**src/rtl/muldiv_unit.sv**
```systemverilog
// Multi-cycle MIPS multiply/divide unit owning HI/LO (MULT/MULTU/DIV/DIVU, MTHI/MTLO).
// Define MULDIV_FAST_MUL_EN to compute MULT/MULTU with a single-cycle combinational multiplier.
module muldiv_unit #(
    parameter int N_BITS = 32,
    parameter int N_OP   = 3
) (
    input  logic              clk,
    input  logic              reset,
    input  logic              start_i,
    input  logic [N_OP-1:0]   op_i,
    input  logic [N_BITS-1:0] a_i,
    input  logic [N_BITS-1:0] b_i,
    input  logic              flush_i,
    output logic [N_BITS-1:0] hi_o,
    output logic [N_BITS-1:0] lo_o,
    output logic              busy_o,
    output logic              done_o,
    output logic              div_zero_o
);

    localparam int CW = (N_BITS > 1) ? $clog2(N_BITS) : 1;

    localparam logic [N_OP-1:0] OP_MULT  = N_OP'(0);
    localparam logic [N_OP-1:0] OP_MULTU = N_OP'(1);
    localparam logic [N_OP-1:0] OP_DIV   = N_OP'(2);
    localparam logic [N_OP-1:0] OP_DIVU  = N_OP'(3);
    localparam logic [N_OP-1:0] OP_MTHI  = N_OP'(4);
    localparam logic [N_OP-1:0] OP_MTLO  = N_OP'(5);

    typedef enum logic [1:0] {
        IDLE = 2'd0,
        CALC = 2'd1,
        FIX  = 2'd2
    } state_t;

    function automatic logic [N_BITS-1:0] cneg_w(input logic [N_BITS-1:0] v, input logic neg);
        return neg ? -v : v;
    endfunction

    function automatic logic [2*N_BITS-1:0] cneg_d(input logic [2*N_BITS-1:0] v, input logic neg);
        return neg ? -v : v;
    endfunction

    state_t              state;
    logic [CW-1:0]       cnt;
    logic                mt_pend;

    logic [2*N_BITS-1:0] acc;
    logic [N_BITS-1:0]   opb;
    logic                is_div;
    logic                neg_lo;
    logic                neg_hi;
    logic                dz_r;

    logic                is_md;
    logic                is_sgn;
    logic                is_dv;
    logic                is_mt;
    logic                sa;
    logic                sb;
    logic                accept_md;
    logic                accept_mt;
    logic [N_BITS-1:0]   mag_a;
    logic [N_BITS-1:0]   mag_b;

    logic [N_BITS:0]     mul_sum;
    logic [N_BITS:0]     div_diff;
    logic [2*N_BITS-1:0] acc_step;
    logic [2*N_BITS-1:0] prod_fix;
    logic [N_BITS-1:0]   fix_hi;
    logic [N_BITS-1:0]   fix_lo;

    always_comb begin
        is_md     = (op_i == OP_MULT) || (op_i == OP_MULTU) || (op_i == OP_DIV) || (op_i == OP_DIVU);
        is_sgn    = (op_i == OP_MULT) || (op_i == OP_DIV);
        is_dv     = (op_i == OP_DIV)  || (op_i == OP_DIVU);
        is_mt     = (op_i == OP_MTHI) || (op_i == OP_MTLO);
        sa        = is_sgn & a_i[N_BITS-1];
        sb        = is_sgn & b_i[N_BITS-1];
        mag_a     = cneg_w(a_i, sa);
        mag_b     = cneg_w(b_i, sb);
        accept_md = (state == IDLE) && start_i && !flush_i && is_md;
        accept_mt = (state == IDLE) && start_i && !flush_i && is_mt;
    end

`ifdef MULDIV_FAST_MUL_EN
    logic [2*N_BITS-1:0] fast_prod;
    assign fast_prod = {{N_BITS{1'b0}}, mag_a} * {{N_BITS{1'b0}}, mag_b};
`endif

    // One radix-2 step: multiply adds the multiplicand into the upper half and shifts right;
    // divide shifts {rem, quo} left and subtracts the divisor when it fits (borrow in div_diff MSB).
    always_comb begin
        mul_sum  = {1'b0, acc[2*N_BITS-1:N_BITS]} + (acc[0] ? {1'b0, opb} : '0);
        div_diff = acc[2*N_BITS-1:N_BITS-1] - {1'b0, opb};
        if (is_div) begin
            if (div_diff[N_BITS])
                acc_step = {acc[2*N_BITS-2:0], 1'b0};
            else
                acc_step = {div_diff[N_BITS-1:0], acc[N_BITS-2:0], 1'b1};
        end else begin
            acc_step = {mul_sum, acc[N_BITS-1:1]};
        end

        prod_fix = cneg_d(acc, neg_lo);
        if (is_div) begin
            fix_lo = dz_r ? '1 : cneg_w(acc[N_BITS-1:0], neg_lo);
            fix_hi = cneg_w(acc[2*N_BITS-1:N_BITS], neg_hi);
        end else begin
            fix_lo = prod_fix[N_BITS-1:0];
            fix_hi = prod_fix[2*N_BITS-1:N_BITS];
        end
    end

    // Datapath: operand magnitudes and result signs captured at start, stepped in CALC.
    always_ff @(posedge clk) begin
        if (accept_md) begin
            is_div <= is_dv;
            dz_r   <= is_dv && (b_i == '0);
            neg_lo <= sa ^ sb;
            neg_hi <= is_dv ? sa : (sa ^ sb);
            opb    <= is_dv ? mag_b : mag_a;
`ifdef MULDIV_FAST_MUL_EN
            acc    <= is_dv ? {{N_BITS{1'b0}}, mag_a} : fast_prod;
`else
            acc    <= {{N_BITS{1'b0}}, (is_dv ? mag_a : mag_b)};
`endif
        end else if (state == CALC) begin
            acc <= acc_step;
        end
    end

    always_ff @(posedge clk or posedge reset) begin
        if (reset) begin
            state      <= IDLE;
            cnt        <= '0;
            mt_pend    <= 1'b0;
            busy_o     <= 1'b0;
            done_o     <= 1'b0;
            div_zero_o <= 1'b0;
            hi_o       <= '0;
            lo_o       <= '0;
        end else begin
            done_o     <= mt_pend;
            div_zero_o <= 1'b0;
            mt_pend    <= accept_mt;
            case (state)
                IDLE: begin
                    if (accept_md) begin
                        busy_o <= 1'b1;
                        cnt    <= CW'(N_BITS - 1);
`ifdef MULDIV_FAST_MUL_EN
                        state  <= is_dv ? CALC : FIX;
`else
                        state  <= CALC;
`endif
                    end else if (accept_mt) begin
                        if (op_i == OP_MTHI)
                            hi_o <= a_i;
                        else
                            lo_o <= a_i;
                    end
                end
                CALC: begin
                    if (flush_i) begin
                        state  <= IDLE;
                        busy_o <= 1'b0;
                    end else begin
                        cnt <= cnt - CW'(1);
                        if (cnt == '0)
                            state <= FIX;
                    end
                end
                FIX: begin
                    state  <= IDLE;
                    busy_o <= 1'b0;
                    if (!flush_i) begin
                        hi_o       <= fix_hi;
                        lo_o       <= fix_lo;
                        done_o     <= 1'b1;
                        div_zero_o <= dz_r;
                    end
                end
                default: begin
                    state  <= IDLE;
                    busy_o <= 1'b0;
                end
            endcase
        end
    end

endmodule

```
**config.mk**
```make
export PLATFORM = sky130hd
export DESIGN_NAME = muldiv_unit
export DESIGN_NICKNAME = d
export VERILOG_FILES = /design/src/rtl/muldiv_unit.sv
export SDC_FILE = /design/constraint.sdc
export NUM_CORES = 1
export LEC_CHECK = 0
export CELL_PAD_IN_SITES_DETAIL_PLACEMENT = 1
export CELL_PAD_IN_SITES_GLOBAL_PLACEMENT = 1
export CORE_MARGIN = 2
export CORE_UTILIZATION = 25
export CTS_BUF_LIST = sky130_fd_sc_hd__clkbuf_16
export CTS_CLUSTER_SIZE = 12
export DETAILED_ROUTE_END_ITERATION = 6
export GPL_TIMING_DRIVEN = 0
export PLACE_DENSITY_LB_ADDON = 0.2
export SKIP_CTS_REPAIR_TIMING = 1
export SLEW_MARGIN = 20
export SYNTH_ARGS = -nofsm -noshare
export SYNTH_HDL_FRONTEND = slang
export SYNTH_SLANG_ARGS = --single-unit
```
**constraint.sdc**
```tcl
create_clock -name clk -period 3 [get_ports clk]
set_input_delay 0.45 -clock clk [delete_from_list [all_inputs] [get_ports clk]]
set_output_delay 0.45 -clock clk [all_outputs]
set_load 0.02 [all_outputs]
```
==> results.md <==
- Status: complete, but fails checks
- Failing checks: negative setup slack
- Sequential Area: 0.004592 sq mm
- Most common cell in the netlist: nand2_1
- Compound-gate portion of the synthesized area: 24.59%
- CTS Buffer Depth: 2
- Peak supply drop: 0.5582 mV
- Xor/xnor cell area share of the yosys netlist: 10.43%
- Arrival @ worst endpoint: 3.68 ns
- Crit path buf inv count: 3
- DR vias/cell: 5.462
- Pin count of the biggest net entering global routing: 52
- GR peak layer: met2
- Combinational Power Share: 59.9%
- Synthesis-to-layout area growth: 33.79%
- CP Max Fanout: 6
- Internal Power: 8.697 mW
- DRT iter0 DRCs: 976
- Initial Util: 25.38%
- Sequential area share after synthesis: 31.02%
- Vias in the first global route: 15560
- Die X: 246.5 um
- Yosys top cell area share: 13.89%
- Clock sinks: 175
- Post-synthesis adder-cell area fraction: 6.230%
- Final min period: 3.321 ns
- Met2 Resource Use GR: 37.81%
- Vias: 15510
- Count of flip-flops with a built-in enable after synthesis: 68
- Top FF cell, synth: dfrtp_1
- DPL Wire Length: 57.37 mm
- Final wirelength: 72.54 mm
- Synth Instances: 1839
- Largest family of logic cells by synthesized area: compound AO/OA/AOI/OAI gates
- M1 GR Usage: 30.56%
- Final Worst Setup Slack: -0.3208 ns
- Final worst-path cycle share: 110.7%
- Ranking of synthesized cells by area: edfxtp_1, dfrtp_1, a21oi_1
- M3 GR Usage: 4.281%
- Setup Viol. Count Final: 59
- CP delay by family, top: compound AO/OA/AOI/OAI gates
- Seq cells post-synth: 175
- Top post-synthesis cells by count: nand2_1, a21oi_1, o21ai_0, nor2_1, xnor2_1
- Post-synthesis mux area share: 4.307%
- Port Buffers: 135
- Clock-pin slew on the worst setup and hold paths: 0.08 ns
- Sw Share: 46.99%
- Syn Std Cell Area: 0.01470 sq mm
- Antenna Violating Nets Remaining: 0
- Slew Viols, Final: 0
- Area leader, netlist: edfxtp_1
- Crit-path max cell delay: 0.42 ns
- RSZ-0062 raised after global routing: yes
- Crit path max-delay cell type: edfxtp_1
- Io pins: 138
- GRT Overall Usage: 23.00%
- Crit-path cells: inv_2 > ha_4 > fa_2 > nand2b_4 > a21oi_4 > o21ai_4 > a21oi_4 > a41oi_4 > buf_6 > xor2_4 > buf_12 > nor2_2 > nand2_1 > a32o_1
- TritonCTS Buffers: 17
- Switch Pwr: 7.709 mW
- Warnings from Yosys: 0
- Post-synthesis async set-or-reset flop share: 42.86%
- Worst Clk Skew: 0.01584 ns
- Slew HR: 28.95%
- Initial antenna violation count: 3
- Clock power share: 15.3%
- Clock Latency Late Sink: 0.47 ns
- CP most frequent cell: a21oi_4
- Core region area: 0.05792 sq mm
- WP data required: 3.36 ns
- Die area: 0.06076 sq mm
- Routed WL per cell: 25.54 um
- Number of diodes: 0
- Hold Crit Class: input port to asynchronous set/reset pin
- Count of cell types in the netlist: 78
- Routability congestion estimate: 0.8988
- Drt first pass iters: 5
- PwrDens: 834.1 mW/mm^2
- Final Hold Vio Count: 0
- Area share of and/or/nand/nor cells after synthesis: 19.10%
- Part of the power in registers: 24.9%
- Final Util: 33.96%
- DRC Markers: 0
- # rows: 88
- Critical path startpoint category: register
- First-pass GRT wire length: 102.2 mm
- GRT overflow: 0
- Max Cap Viol: 0
- Die Y: 246.5 um
- Syn nets: 1982
- CTS tree: built
- Final nets: 2205
- CTS root buf: clkbuf_16
- Layout cells sized above 1: 17.06%
- WS Path Type: register to register
- Leakage: 7.605 nW
- Max H-tree Level: 4
- Dpl ws: -1.569 ns
- Fmax: 0.3011 GHz
- Worst-margin pin slew: 1.066 ns
- Filler cells: 6868
- Area of the multi-input gates: 0.01062 sq mm
- Crit. End Element: register
- Avg Cell Area, Syn: 7.994 sq um
state kept, by name, indices dropped and copies added (netlist names):
register and flops:
is_div 1, acc 64, done_o 1, dz_r 1, state 2, mt_pend 1, div_zero_o 1, neg_hi 1
neg_lo 1, busy_o 1, cnt 5, opb 32, hi_o 32, lo_o 32
cells in the final DEF, fill, tap and decap left out, types with 29 or more instances in the layout:
cell type	synthesis	routed
a21o_1	29	29
nor2_1	161	151
dfrtp_1	75	75
xnor2_1	99	94
a21oi_1	176	145
nand2_1	220	214
buf_4	0	58
o21ai_0	166	123
inv_1	68	57
nor3_1	42	34
edfxtp_1	68	68
clkbuf_1	85	57
o22ai_1	30	30
xor2_1	76	72
clkdlybuf4s50_1	0	120
mux2i_1	61	61
o21ai_1	5	34
ha_1	70	45
nand3_1	37	33
metal layers:
| layer | routed length (um) | vias to the layer above |
|---|---|---|
| li1 | - | 7156 |
| met1 | 32610 | 7896 |
| met2 | 34490 | 363 |
| met3 | 3348 | 98 |
| met4 | 2096 | 0 |
| met5 | 0 | - |
per-stage QoR:
step	total power, mW	instances	area (sq um)	setup TNS [ns]	hold slack [ns]
finish	16.41	2840	19670	-8.339	0.3210
CTS	14.14	2772	17730	-92.87	0.3203
global route	17.34	2840	19670	-14.34	0.3359
floorplan	8.568	1839	14760	-0.02553	0.4084
global placement	11.53	2739	17070	-261.48	0.4542
detailed placement	11.62	2740	17110	-134.41	0.4632
cells by family (layout without fill, tap and decap cells):
logic type               Yosys count  count (layout)
AND/OR/NAND/NOR                  600             600
AO/OA/AOI/OAI                    587             587
XOR/XNOR                         175             175
flip-flops                       175             175
buffers and inverters            167             403
adder cells (fa/ha/maj)           72              72
multiplexers                      63              63
power by group through the flow:
stage | combinational, mW | sequential, mW | clock, mW
after global placement | 7.51 | 4.03 | 0
after CTS | 7.65 | 3.98 | 2.52
after floorplan | 4.73 | 3.84 | 0
after detailed placement | 7.59 | 4.02 | 0
after global routing | 10.6 | 4.14 | 2.61
final | 9.82 | 4.08 | 2.50
layout make-up:
class                           instances  share of cell area (%)
Sequential cell                       175                   23.35
Inverter                               68                   1.380
Timing Repair Buffer                  216                   10.95
Clock buffer                           17                   2.163
Tap cell                              765                   4.867
Clock inverter                         15                  0.9797
Buffer                                 87                   2.328
Multi-Input combinational cell       1497                   53.99
final timing paths:
| path | from | end | slack, ns | cells after the start |
|---|---|---|---|---|
| worst min-delay path | reset | hi_o[1] | 0.32 | 2 |
| worst max-delay path | acc[31] | acc[57] | -0.32 | 14 |
| min in group clk | a_i[12] | lo_o[12] | 0.35 | 3 |
| worst min register to register | lo_o[27] | lo_o[27] | 0.48 | 2 |
| max in group asynchronous | reset | lo_o[10] | 2.08 | 3 |
| worst max register to register | acc[31] | acc[57] | -0.32 | 14 |
Power figures use the tool's default switching activity.
